$ cat config.mk
export PLATFORM = sky130hd
export DESIGN_NAME = jalr_resolve_ctrl
export DESIGN_NICKNAME = d
export VERILOG_FILES = /design/src/rtl/jalr_resolve_ctrl.sv
export SDC_FILE = /design/constraint.sdc
export NUM_CORES = 1
export LEC_CHECK = 0
export CORE_ASPECT_RATIO = 1.25
export CORE_UTILIZATION = 54
export CTS_CLUSTER_SIZE = 30
export DETAILED_ROUTE_END_ITERATION = 6
export GPL_ROUTABILITY_DRIVEN = 0
export GPL_TIMING_DRIVEN = 0
export PLACE_DENSITY = 0.85
export SLEW_MARGIN = 20
export SYNTH_ARGS = -nofsm -noshare
export SYNTH_HDL_FRONTEND = slang
export SYNTH_SLANG_ARGS = --single-unit
$ cat constraint.sdc
create_clock -name clk -period 4.8 [get_ports clk]
set_clock_uncertainty 0.05 [all_clocks]
set_input_delay 0.96 -clock clk [delete_from_list [all_inputs] [get_ports clk]]
set_output_delay 0.96 -clock clk [all_outputs]
set_load 0.02 [all_outputs]
$ cat src/rtl/jalr_resolve_ctrl.sv
// JALR retirement sequencer: waits for the queue head target, compares it with the
// prediction, dequeues/acks the ROB and redirects + flushes the front end on a mismatch.
module jalr_resolve_ctrl #(
    parameter int FLUSH_CYCLES = 2,
    parameter int CNT_W        = 16
) (
    input  logic             clk,
    input  logic             reset_n,
    input  logic             rob_head_jalr,
    input  logic             head_ready,
    input  logic [31:0]      jalr_actual_address,
    input  logic [31:0]      jalr_taken_address,
    output logic             rd_en,
    output logic             commit_ack,
    output logic             redirect_valid,
    output logic [31:0]      redirect_pc,
    output logic             flush,
    output logic             busy,
    output logic [CNT_W-1:0] jalr_count,
    output logic [CNT_W-1:0] mispredict_count
);
    localparam int FC_W = (FLUSH_CYCLES < 2) ? 1 : $clog2(FLUSH_CYCLES + 1);

    typedef enum logic [1:0] {IDLE, CHECK, RESOLVE, FLUSH} state_t;

    state_t            state, state_next;
    logic [31:0]       target, pred;
    logic [FC_W-1:0]   flush_cnt;
    logic [31:0]       masked_actual;
    logic              mismatch;

    assign masked_actual = jalr_actual_address & 32'hFFFF_FFFE;
    assign mismatch      = (target != pred);

    always_ff @(posedge clk or negedge reset_n) begin
        if (!reset_n) begin
            state            <= IDLE;
            target           <= '0;
            pred             <= '0;
            redirect_pc      <= '0;
            flush_cnt        <= '0;
            jalr_count       <= '0;
            mispredict_count <= '0;
        end else begin
            state <= state_next;
            // redirect_pc is loaded one edge early so it is registered in the RESOLVE cycle
            if (state == CHECK && rob_head_jalr && head_ready) begin
                target <= masked_actual;
                pred   <= jalr_taken_address;
                if (masked_actual != jalr_taken_address)
                    redirect_pc <= masked_actual;
            end
            if (state == RESOLVE) begin
                if (jalr_count != '1)
                    jalr_count <= jalr_count + 1'b1;
                if (mismatch) begin
                    if (mispredict_count != '1)
                        mispredict_count <= mispredict_count + 1'b1;
                    flush_cnt <= FC_W'(FLUSH_CYCLES - 1);
                end
            end else if (state == FLUSH) begin
                flush_cnt <= flush_cnt - 1'b1;
            end
        end
    end

    always_comb begin
        state_next = state;
        case (state)
            IDLE:    if (rob_head_jalr) state_next = CHECK;
            CHECK: begin
                if (!rob_head_jalr)  state_next = IDLE;
                else if (head_ready) state_next = RESOLVE;
            end
            RESOLVE: begin
                if (mismatch && FLUSH_CYCLES > 1) state_next = FLUSH;
                else                              state_next = IDLE;
            end
            FLUSH:   if (flush_cnt == FC_W'(1)) state_next = IDLE;
            default: state_next = IDLE;
        endcase
    end

    always_comb begin
        rd_en          = 1'b0;
        commit_ack     = 1'b0;
        redirect_valid = 1'b0;
        flush          = 1'b0;
        busy           = (state != IDLE);
        case (state)
            RESOLVE: begin
                rd_en          = 1'b1;
                commit_ack     = 1'b1;
                redirect_valid = mismatch;
                flush          = mismatch;
            end
            FLUSH:   flush = 1'b1;
            default: ;
        endcase
    end
endmodule

Yosys cells after proc, flatten, opt, wreduce, memory -nomap -nowiden --
Index checks and enable logic that the tools add are counted.
Word-level totals: memories 0, bits of input ports 68, latch bits 0, register bits 130, bits in writable memories 0, word-level logic and storage cells 44, memory bits (read-only) 0
Operators by class: divide/modulo/power cells 0, reductions and logical operators 10, shift operators 0, bitwise gates (word level) 0, $add $sub $neg 3, $lt $le $gt $ge 0, equal/unequal tests 12, $mul 0, mux-type cells 12
Operators with widths (number):
- $ne A32 B32 Y1 | 2
- $add A16 B1 Y16 const B | 2
- $ne A16 B16 Y1 const B | 2
- $mux W2 | 8
- $pmux W2 S4 | 1
- $reduce_and A2 Y1 | 3
- $reduce_and A3 Y1 | 2
- $eq A2 B1 Y1 const B | 2
- $eq A2 B2 Y1 const B | 2
- $ne A2 B2 Y1 const B | 2
- $reduce_bool A2 Y1 | 2
- $ne A3 B3 Y1 const B | 1
- $logic_and A1 B1 Y1 | 2
- $logic_not A2 Y1 | 1
- $mux W1 | 2
- $ne A2 B1 Y1 const B | 1
- $pmux W1 S2 | 1
- $sub A2 B1 Y2 const B | 1

Depth between registers and ports, before layout --
depth in word-level cells 4, depth in mapped cells 8

Worst setup path after synthesis --
No wires, ideal clock.
path type reg2out, start point register pred[29], end point output flush, cell stages (with the launch flop) 6, buffers on the path 0, slack 2.184 ns, data arrival time 1.606 ns, data required time 3.790 ns, cells stage by stage dfrtp_1 > xor2_1 > nor4_1 > nand4_1 > or3_4 > and2_2
On the way: cells in the longest elaborated chain, start to end 2
Ends and longest elaborated chain:
- start, declared | line 27 | logic [31:0] target, pred;
- start signal, assigned | line 49 | pred <= jalr_taken_address;
- $ne A32 B32 Y1 | line 33 | assign mismatch = (target != pred);
- $pmux W1 S2 | line 90 | case (state)
- end, declared | line 17 | output logic flush,
Every way passes these cells.

Worst setup path after layout --
start point register pred[25], end point output flush
The elaborated chain is that of the path after synthesis.

==> impl_metrics.tcl <==
set metrics [dict create \
    area_growth_pct 36.0 \
    num_rows 42 \
    fmax_mhz 255 \
    n_antenna_cell 0 \
    layout_common_cells "clkdlybuf4s50_1 (133), dfrtp_1 (130), mux2_2 (95)" \
    finalSetupViolCount 0 \
    ctsRootBufferMaster "clkbuf_16" \
    grt_pass1_vias 4400 \
    slew_headroom 0.553 \
    post-route-period-util 0.815 \
    ant_nets 0 \
    grt_max_degree 72 \
    cts_hold_buf 0 \
    rr_startpoint "pred[25]$_DFFE_PN0P_" \
    seq_area_frac_synth 0.546 \
    hpwl_um 10000 \
    reg2reg_to "mispredict_count[12]$_DFFE_PN0P_" \
    drive_above_1_share 0.250 \
    wire_per_inst_um 18.9 \
    coreArea_sq_um 10700 \
    r2r_setup_slack_ns 2.47 \
    port_buffers 134 \
    max_slew.worst_pin.slew_ns 0.670 \
    fin_tns_setup_ns 0 \
    yosys_warnings 0 \
    ctsResizeCount 0 \
    total_power_mw 4.91 \
    p_per_area_nw_per_um2 605 \
    cap_violations 0 \
    cts_setup_buffers 0 \
    antenna_found_initial 0 \
    die_h_um 119 \
    period_minus_slack_ns 3.91 \
    die_w_um 96.0 \
    mostFrequentLayoutCell "clkdlybuf4s50_1" \
    syn_area_sq_um 5960 \
    fin_ws_ns 0.886 \
    grt_pass1_wl_um 22700 \
    crit_path_max_fanout 4 \
    place_ws_ns 1.36 \
    nNetsFinal 674 \
    worst-r2r-cell-count 6 \
    cp-start-kind "register" \
    initial_core_util 0.559 \
    path_class "register to output pin" \
    drtIter0Drc 280 \
    grt_overflow_total 0 \
    cts.sinks 130 \
    clockBufferDepth 2 \
    synth-edff-count 0 \
    clkLatencyLatePin_ns 0.41 \
    holdCritStartpoint "redirect_pc[22]$_DFFE_PN0P_" \
    async_flop_share 1.00 \
    leakagePower_nw 3.54 \
    cts_buffers 17 \
    maxSlewViolCount 0 \
    wl_um 14200 \
    drcViolationCount 0 \
    avgSynthCellArea_sq_um 13.3 \
    ys.flop_type "dfrtp_1" \
    ir_worst_vdd_mv 0.392 \
    finalHoldViolations 0 \
    cts_tree "built" \
    arrival_ns 2.90 \
    via_per_inst 5.48 \
    min_path_cells 1 \
    vias 4097 \
    boundaryPins 137 \
    clk_pin_slew_ns 0.06 \
    hold_path_class "register to register" \
    syn_nets 520 \
    ys_ff_latch 130 \
    final_util 0.760 \
    rsz0062_at_grt "no" \
    endpoint_kind "output pin" \
    cts-htree-levels 4 \
    min_to "redirect_pc[22]$_DFFE_PN0P_" \
    synth.distinct_cells 37 \
    drt_first_pass_iters 6 \
    dieArea_sq_um 11500 \
    cp.required_ns 3.79 \
    postSynthCellCount 449 \
    grt_usage 0.268 \
    outcome "complete, no violations" \
]
## how the worst max path moves through the flow
stage | startpoint | to | slack (ns)
6_report | pred[25]$_DFFE_PN0P_ | flush | 0.89
5_1_grt | pred[25]$_DFFE_PN0P_ | flush | 0.79
4_1_cts | pred[25]$_DFFE_PN0P_ | flush | 0.92
3_5_place_dp | pred[25]$_DFFE_PN0P_ | flush | 1.36
3_3_place_gp | reset_n | mispredict_count[4]$_DFFE_PN0P_ | -2.14
2_1_floorplan | pred[29]$_DFFE_PN0P_ | flush | 2.18
## critical path, stage by stage, from the launching register on
cell	delay (ns)
dfrtp_1	0.39
xor2_1	0.16
nor4_1	0.48
nand4_1	0.32
or3_4	0.42
and2_2	0.20
clkdlybuf4s50_1	0.53
## metal layers
metal / vias up / global-route usage / part of all wire
met5: - / 0 / 0
li1: 1895 / - / -
met4: 0 / 0.0914 / 0.017
met2: 114 / 0.449 / 0.52
met1: 2069 / 0.348 / 0.43
met3: 19 / 0.0453 / 0.038
## cell usage after synthesis, types with 2 or more instances
library cell	number	share of area
a21oi_1	2	0.0017
and2_1	2	0.0021
and3_1	8	0.0084
and4_1	3	0.0044
buf_2	11	0.0092
buf_4	3	0.0038
buf_6	4	0.0076
dfrtp_1	130	0.55
ha_1	3	0.0063
inv_1	2	0.0013
mux2_1	3	0.0057
mux2_2	95	0.18
nand2_1	11	0.0069
nand2b_1	2	0.0021
nand3_1	12	0.010
nand3_2	3	0.0050
nand4_1	15	0.016
nor2_1	4	0.0025
nor2b_1	2	0.0021
nor3_1	10	0.0084
nor4_1	20	0.021
o21ai_0	2	0.0017
xnor2_1	12	0.018
xor2_1	77	0.11
## area by class of cell
class | count | area [sq um]
inverter | 2 | 7.51
tap | 132 | 165
clock inverter | 11 | 160
clock buffer | 21 | 450
fill | 668 | 2560
timing repair buffer | 135 | 1370
sequential | 130 | 3250
buffer | 18 | 123
multi-input combinational | 299 | 2580
## through the flow
step / hold WS [ns] / cell area, sq um / cells
2_1_floorplan: 0.431 / 5960 / 449
3_3_place_gp: 0.422 / 7470 / 715
3_5_place_dp: 0.433 / 7500 / 716
4_1_cts: 0.442 / 8110 / 748
5_1_grt: 0.459 / 8110 / 748
6_report: 0.440 / 8110 / 748
## logic make-up after synthesis
logic type	count (synthesis)	synth area share
adder cells (fa/ha/maj)	3	0.00630
other	1	0.000629
flip-flops	130	0.546
buffers and inverters	20	0.0218
AO/OA/AOI/OAI	10	0.0118
multiplexers	98	0.185
XOR/XNOR	89	0.131
AND/OR/NAND/NOR	98	0.0978
## state kept, by name, indices dropped and copies added (netlist names)
register	cells
pred	32
redirect_pc	31
target	31
jalr_count	16
mispredict_count	16
flush_cnt	2
state	2
## report_power, final
part	total, mW	internal (mW)	switching, mW
registers	1.89	1.56	0.329
logic	1.68	0.920	0.761
clock network	1.34	0.878	0.459
(Power assumes the default switching activity.)
